$ cat config.mk
export PLATFORM = sky130hd
export DESIGN_NAME = simplez_control_unit
export DESIGN_NICKNAME = d
export VERILOG_FILES = /design/src/rtl/simplez_pkg.sv /design/src/rtl/simplez_uorder_decode.sv /design/src/rtl/simplez_control_unit.sv
export SDC_FILE = /design/constraint.sdc
export NUM_CORES = 1
export LEC_CHECK = 0
export CORE_UTILIZATION = 28
export DETAILED_ROUTE_END_ITERATION = 8
export PLACE_DENSITY = 0.55
export SKIP_LAST_GASP = 1
export SLEW_MARGIN = 20
export SYNTH_ARGS = -nofsm -noshare
export SYNTH_HDL_FRONTEND = slang
export SYNTH_SLANG_ARGS = --single-unit
$ cat constraint.sdc
create_clock -name clk -period 4.4 [get_ports clk]
set_input_delay 0.88 -clock clk [delete_from_list [all_inputs] [get_ports clk]]
set_output_delay 0.88 -clock clk [all_outputs]
set_load 0.02 [all_outputs]
$ cat src/rtl/simplez_pkg.sv
// Shared constants and the micro-order bundle for the SIMPLEZ hardwired control unit.
// Opcodes match RI[11:9]; state encodings are what appears on state_o.
package simplez_pkg;

  localparam logic [2:0] OP_ST   = 3'd0;
  localparam logic [2:0] OP_LD   = 3'd1;
  localparam logic [2:0] OP_ADD  = 3'd2;
  localparam logic [2:0] OP_BR   = 3'd3;
  localparam logic [2:0] OP_BZ   = 3'd4;
  localparam logic [2:0] OP_CLR  = 3'd5;
  localparam logic [2:0] OP_DEC  = 3'd6;
  localparam logic [2:0] OP_HALT = 3'd7;

  localparam logic [2:0] S_INI = 3'd0;
  localparam logic [2:0] S_I0  = 3'd1;
  localparam logic [2:0] S_I1  = 3'd2;
  localparam logic [2:0] S_O0  = 3'd3;
  localparam logic [2:0] S_O1  = 3'd4;
  localparam logic [2:0] S_HLT = 3'd5;

  localparam logic [1:0] ALU_PASS = 2'd0;
  localparam logic [1:0] ALU_ADD  = 2'd1;
  localparam logic [1:0] ALU_DEC  = 2'd2;
  localparam logic [1:0] ALU_CLR  = 2'd3;

  typedef struct packed {
    logic       lec;
    logic       esc;
    logic       era;
    logic       eri;
    logic       sri;
    logic       scp;
    logic       incp;
    logic       ecp;
    logic       eac;
    logic       sac;
    logic [1:0] alu_op;
    logic       stop;
  } uorder_t;

  // Instructions that need a second memory access through RA = CD.
  function automatic logic is_mem_op(input logic [2:0] op);
    return (op == OP_ST) || (op == OP_LD) || (op == OP_ADD);
  endfunction

endpackage

$ cat src/rtl/simplez_uorder_decode.sv
// Combinational heart of the sequencer: maps (state, opcode, z, mem_ready) to the
// micro-order vector and the next state.
module simplez_uorder_decode
  import simplez_pkg::*;
#(
  parameter bit USE_READY = 1'b1
) (
  input  logic [2:0] state,
  input  logic [2:0] co,
  input  logic       z,
  input  logic       mem_ready,
  output uorder_t    uo,
  output logic [2:0] next_state
);

  logic ready;

  assign ready = USE_READY ? mem_ready : 1'b1;

  always_comb begin
    uo         = '0;
    next_state = S_I0;
    case (state)
      S_INI: begin
        uo.scp     = 1'b1;
        uo.era     = 1'b1;
        next_state = S_I0;
      end
      S_I0: begin
        uo.lec = 1'b1;
        if (ready) begin
          uo.eri     = 1'b1;
          uo.incp    = 1'b1;
          next_state = S_I1;
        end else begin
          next_state = S_I0;
        end
      end
      S_I1: begin
        case (co)
          OP_ST, OP_LD, OP_ADD: begin
            uo.sri     = 1'b1;
            uo.era     = 1'b1;
            next_state = S_O0;
          end
          OP_BR: begin
            uo.sri = 1'b1;
            uo.era = 1'b1;
            uo.ecp = 1'b1;
          end
          // A not-taken BZ simply points RA back at the already-incremented CP.
          OP_BZ: begin
            uo.era = 1'b1;
            if (z) begin
              uo.sri = 1'b1;
              uo.ecp = 1'b1;
            end else begin
              uo.scp = 1'b1;
            end
          end
          OP_CLR: begin
            uo.eac    = 1'b1;
            uo.alu_op = ALU_CLR;
            uo.scp    = 1'b1;
            uo.era    = 1'b1;
          end
          OP_DEC: begin
            uo.eac    = 1'b1;
            uo.alu_op = ALU_DEC;
            uo.scp    = 1'b1;
            uo.era    = 1'b1;
          end
          default: begin
            uo.stop    = 1'b1;
            next_state = S_HLT;
          end
        endcase
      end
      S_O0: begin
        case (co)
          OP_ST: begin
            uo.sac = 1'b1;
            uo.esc = 1'b1;
          end
          OP_LD: begin
            uo.lec = 1'b1;
            if (ready) begin
              uo.eac    = 1'b1;
              uo.alu_op = ALU_PASS;
            end
          end
          OP_ADD: begin
            uo.lec = 1'b1;
            if (ready) begin
              uo.eac    = 1'b1;
              uo.alu_op = ALU_ADD;
            end
          end
          default: uo = '0;
        endcase
        if (is_mem_op(co)) begin
          next_state = ready ? S_O1 : S_O0;
        end else begin
          next_state = S_I0;
        end
      end
      S_O1: begin
        uo.scp     = 1'b1;
        uo.era     = 1'b1;
        next_state = S_I0;
      end
      S_HLT: begin
        uo.stop    = 1'b1;
        next_state = S_HLT;
      end
      default: begin
        uo         = '0;
        next_state = S_I0;
      end
    endcase
  end

endmodule

$ cat src/rtl/simplez_control_unit.sv
// Hardwired SIMPLEZ sequencer: state register on the falling edge, opcode latched
// in I1, and every micro-order forced low while rstn is asserted.
module simplez_control_unit
  import simplez_pkg::*;
#(
  parameter bit USE_READY = 1'b1
) (
  input  logic       clk,
  input  logic       rstn,
  input  logic [2:0] co,
  input  logic       z,
  input  logic       mem_ready,
  output logic       lec,
  output logic       esc,
  output logic       era,
  output logic       eri,
  output logic       sri,
  output logic       scp,
  output logic       incp,
  output logic       ecp,
  output logic       eac,
  output logic       sac,
  output logic [1:0] alu_op,
  output logic       stop,
  output logic [2:0] state_o
);

  logic [2:0] state;
  logic [2:0] next_state;
  logic [2:0] op_q;
  logic [2:0] co_eff;
  uorder_t    uo;
  uorder_t    uo_gated;

  // RI may change while the operand phase runs, so O0 works from the opcode seen in I1.
  assign co_eff = (state == S_I1) ? co : op_q;

  simplez_uorder_decode #(
    .USE_READY(USE_READY)
  ) u_decode (
    .state     (state),
    .co        (co_eff),
    .z         (z),
    .mem_ready (mem_ready),
    .uo        (uo),
    .next_state(next_state)
  );

  always_ff @(negedge clk or negedge rstn) begin
    if (!rstn) begin
      state <= S_INI;
      op_q  <= OP_ST;
    end else begin
      state <= next_state;
      if (state == S_I1) begin
        op_q <= co;
      end
    end
  end

  // Combinational gating so a write strobe dies the instant reset is asserted.
  assign uo_gated = rstn ? uo : '0;

  assign lec     = uo_gated.lec;
  assign esc     = uo_gated.esc;
  assign era     = uo_gated.era;
  assign eri     = uo_gated.eri;
  assign sri     = uo_gated.sri;
  assign scp     = uo_gated.scp;
  assign incp    = uo_gated.incp;
  assign ecp     = uo_gated.ecp;
  assign eac     = uo_gated.eac;
  assign sac     = uo_gated.sac;
  assign alu_op  = uo_gated.alu_op;
  assign stop    = uo_gated.stop;
  assign state_o = rstn ? state : S_INI;

endmodule

# Word-level counts from Yosys, hierarchy flattened
# Cells that the tools add are included.
[totals]
ff_bits = 6
inputBits = 7
output_inout_bits = 16
[op_classes]
eq_ne = 11
n_mux = 32
n_reduce_logical = 11
[op_table]
columns = ["operator", "count"]
rows = [
  ["3-bit == test (second input constant)", 5],
  ["1-bit case mux with 2 select lines", 7],
  ["1-bit two-way mux", 13],
  ["13-bit two-way mux", 1],
  ["3-bit by 2-bit == test with 1-bit output (second input constant)", 4],
  ["3-bit two-way mux", 4],
  ["2-bit case mux with 2 select lines", 3],
  ["3-bit case mux with 4 select lines", 1],
  ["4-bit OR reduction", 2],
  ["7-bit OR reduction", 1],
  ["3-bit by 1-bit == test with 1-bit output (second input constant)", 2],
  ["3-bit logical NOT", 2],
  ["3-bit case mux with 2 select lines", 1],
  ["2-bit OR reduction", 3],
  ["2-bit two-way mux", 2],
  ["3-bit OR reduction", 1],
  ["1-bit logical OR", 2],
]

# Depth between registers and ports, before layout
[depth]
word_depth = 7
ltp_mapped = 4

# Cells and area by module
# From an unflattened synthesis, not the netlist that was laid out.
[unflattened]
hier_cells = 70
hier_area_um2 = 634.4
[modules_own_cells]
columns = ["module", "seq_area_each_um2", "area_each_um2", "cells_each", "instances"]
rows = [
  ["simplez_uorder_decode", 0.0, 325.3, 43, 1],
  ["simplez_control_unit", 150.1, 309.0, 27, 1],
]

==> summary.md <==
The run finished, with violations left. The final reports fail on setup timing. The top cell types in the final layout, fill and taps aside, are 38 x buf_4, 7 x buf_6, 6 x clkdlybuf4s50_1, 6 x dfrtn_1. The run gives 73 as the net count after synthesis. The post-synthesis to final-layout area growth is 105.2%. Clock skew on the completed layout was measured at 0.0002582 ns. The number of clock buffers added by TritonCTS is 3. The worst pin sits at a relative slew slack of 76.62%.

23 I/O pins were placed. The post-layout utilization of the core is 63.40%. The congestion estimate from routability-driven global placement came to 0.8363. The initialized floorplan defines 15 standard-cell rows. Setup repair after global routing could not meet its margin everywhere. After synthesis the cells add up to 556.8 um^2. The most common cell after layout, fill and taps aside was buf_4. The number of instances on the worst hold path was 2. The die covers 0.002171 mm^2. STA puts the critical path data arrival time at 3.81 ns.

During synthesis, Yosys emitted a total of 0 warnings. No sink is reached through more buffers than the 2 on the longest clock path. Once detailed placement completed, the half-perimeter wirelength came to 1.215 mm. The endpoint class of the critical path is an output pin. The worst-case reg-to-reg path depth was 6; the hold buffer count at cts was 0. The design draws 594.0 uW. For the smallest setup slack after layout, the log shows -0.2860 ns. The data required time of the worst path came out at 3.52 ns. The tools report the post-detailed-route DRC marker count as 0. The fraction of layout instances using a drive strength above 1 is 63.03%, and the total inserted antenna cells is 0. The tools report the clock tree root buffer cell as clkbuf_4. The critical path is of the reg -> out type. Once the floorplan was initialized, standard cells occupied 30.90% of the core. The run gives 0.001802 mm^2 as the core outline area. The tools report the launching element type of the critical path as a flop. Once detail routing completed, the nets flagged for antenna violations numbered 0. Worst ir drop on vdd: 0.0003120 V. The depth of the CTS H-tree came out at 1.

The first global-routing pass estimated 2.801 mm of wire. The areal power density over the cells was 520.0 mW/mm^2. For the distinct cell type count after synthesis, the log shows 34. Dividing the detail-routed wire length by the instance count gives 12.53 um. The maximum number of pins on one net before global-route repair came out at 9. Along the worst path, the maximum fanout reaches 6.

After synthesis the netlist holds a flip-flop and latch count of 6. The number of antenna violations at the first check in global routing was 0; the number of nets in the layout was 128. The share of async-settable or async-resettable flops after synthesis came out at 100.0%. The final hold violation count is 0, and the detailed router's first-iteration violation count is 11. The analysis attributes to cell leakage a power of 0.5111 nW. The logs give 4 for the number of optimization iterations in the first detailed-route pass and 26.97% for the proportion of synthesized chip area in sequential cells. The count of fill cells added during filler insertion was 159; the number of port buffers was 22. Setup violations remaining at the end of the flow were counted as 13. The die is 46.59 um tall.

In this run the horizontal extent of the chip is 46.59 um. The final count of pins violating max slew is 0. TritonCTS built the clock tree. For the clock latency of the later-clocked register in the worst-skew pair, the log shows 0.25 ns.

Transition at the pin with the smallest max-transition slack: 0.3470 ns. Dividing the detail-routed via count by the number of cells gives 4.792. For the sum of routed wire length over all layers, the log shows 1.805 mm. The classification of the worst-slack hold path was reg -> reg. The via count of the first global-routing pass was 648; the total vias in the final route was 690.

The area of the multi-input gates is 459.2 um^2, and the overall overflow remaining after global route is 0. After synthesis, the mean cell area works out to 8.436 um^2. CTS saw 6 sinks. The sequential cells in the finished layout cover a total of 150.1 um^2. After clock tree synthesis, the clock-pin slew on the worst setup and hold paths is 0.03 ns. The global-route total usage across every layer was 18.71%; the number of violations of the max-capacitance limit was 0. In the synthesized netlist, the number of instances is 66. Counting flops with a built-in enable in the synthesized netlist gives 0. In the synthesized netlist the dominant register cell turns out to be dfrtn_1.
[synthesized netlist by cell type (3+ instances only)]
cell,number,area [um^2]
and2_1,3,18.77
nand3_1,3,15.01
a21oi_1,5,25.02
nand2_1,6,22.52
dfrtn_1,6,150.1
mux2_2,3,33.78
o21ai_0,5,25.02
[registers in the layout, indices dropped and copies added, names as in the netlist]
name	count
op_q	3
state	3
[what timing repair did]
action,4_1_cts,5_1_grt
pin swaps,3,8
endpoints found under the setup margin,16,14
setup buffers,12,6
gates resized for setup,77,12
[critical path, cell delays in order, from the launching register on]
cell,delay [ns]
dfrtn_1,0.41
buf_4,0.17
buf_4,0.13
and2b_2,0.21
a32oi_2,0.20
nor2b_2,0.07
buf_4,0.16
[metal layers]
| metal | GRT usage, % | up-vias | wire (um) |
|---|---|---|---|
| met1 | 23.10 | 327 | 806 |
| met2 | 31.39 | 20 | 924 |
| met3 | 2.353 | 4 | 50 |
| li1 | - | 339 | - |
| met4 | 9.412 | 0 | 23 |
| met5 | 0 | - | 0 |
[report_power, final]
| group | switching, mW | internal (mW) | total (mW) |
|---|---|---|---|
| Clock | 0.0184 | 0.0308 | 0.0492 |
| Combinational | 0.207 | 0.229 | 0.436 |
| Sequential | 0.0272 | 0.0818 | 0.109 |
| Total | 0.252 | 0.342 | 0.594 |
[through the flow]
step                std cells  hold WS [ns]  setup slack, ns  instance area, um^2  setup TNS, ns
floorplan                  66        0.4191         -0.07461                608.1        -0.2113
global placement          125        0.5407          -0.4572                954.7         -4.386
detailed placement        125        0.5471          -0.4890                954.7         -4.729
CTS                       140        0.5481          -0.2466                 1082         -2.094
global route              144        0.6376          -0.3263                 1142         -3.164
finish                    144        0.5499          -0.2860                 1142         -2.151
[area by class of cell]
class | instances | area share [%]
Sequential cell | 6 | 13.14
Timing Repair Buffer | 56 | 41.29
Inverter | 2 | 0.6572
Tap cell | 25 | 2.738
Multi-Input combinational cell | 52 | 40.20
Clock buffer | 3 | 1.972
[kinds of logic (layout without fill, tap and decap cells)]
kind of cell	after synthesis	count (layout)	share of synthesized area [%]
and+or+nand+nor	31	31	36.64
AOI/OAI and AO/OA	16	16	18.65
buffers and inverters	8	61	8.538
DFF	6	6	26.97
muxes	3	3	6.067
xor gates and xnor gates	2	2	3.147
[worst paths after layout]
| kind | to | slack, ns | startpoint |
|---|---|---|---|
| min | state[2]$_DFF_NN0_ | 0.55 | op_q[2]$_DFF_NN0_ |
| max | stop | -0.29 | state[0]$_DFF_NN0_ |
| min reg2reg | state[2]$_DFF_NN0_ | 0.55 | op_q[2]$_DFF_NN0_ |
| max in group asynchronous | state[2]$_DFF_NN0_ | 1.01 | rstn |
| min in group asynchronous | op_q[2]$_DFF_NN0_ | 2.97 | rstn |
| max reg2reg | op_q[0]$_DFF_NN0_ | 2.80 | state[0]$_DFF_NN0_ |
Note: power is estimated with default switching activity, not from simulation.
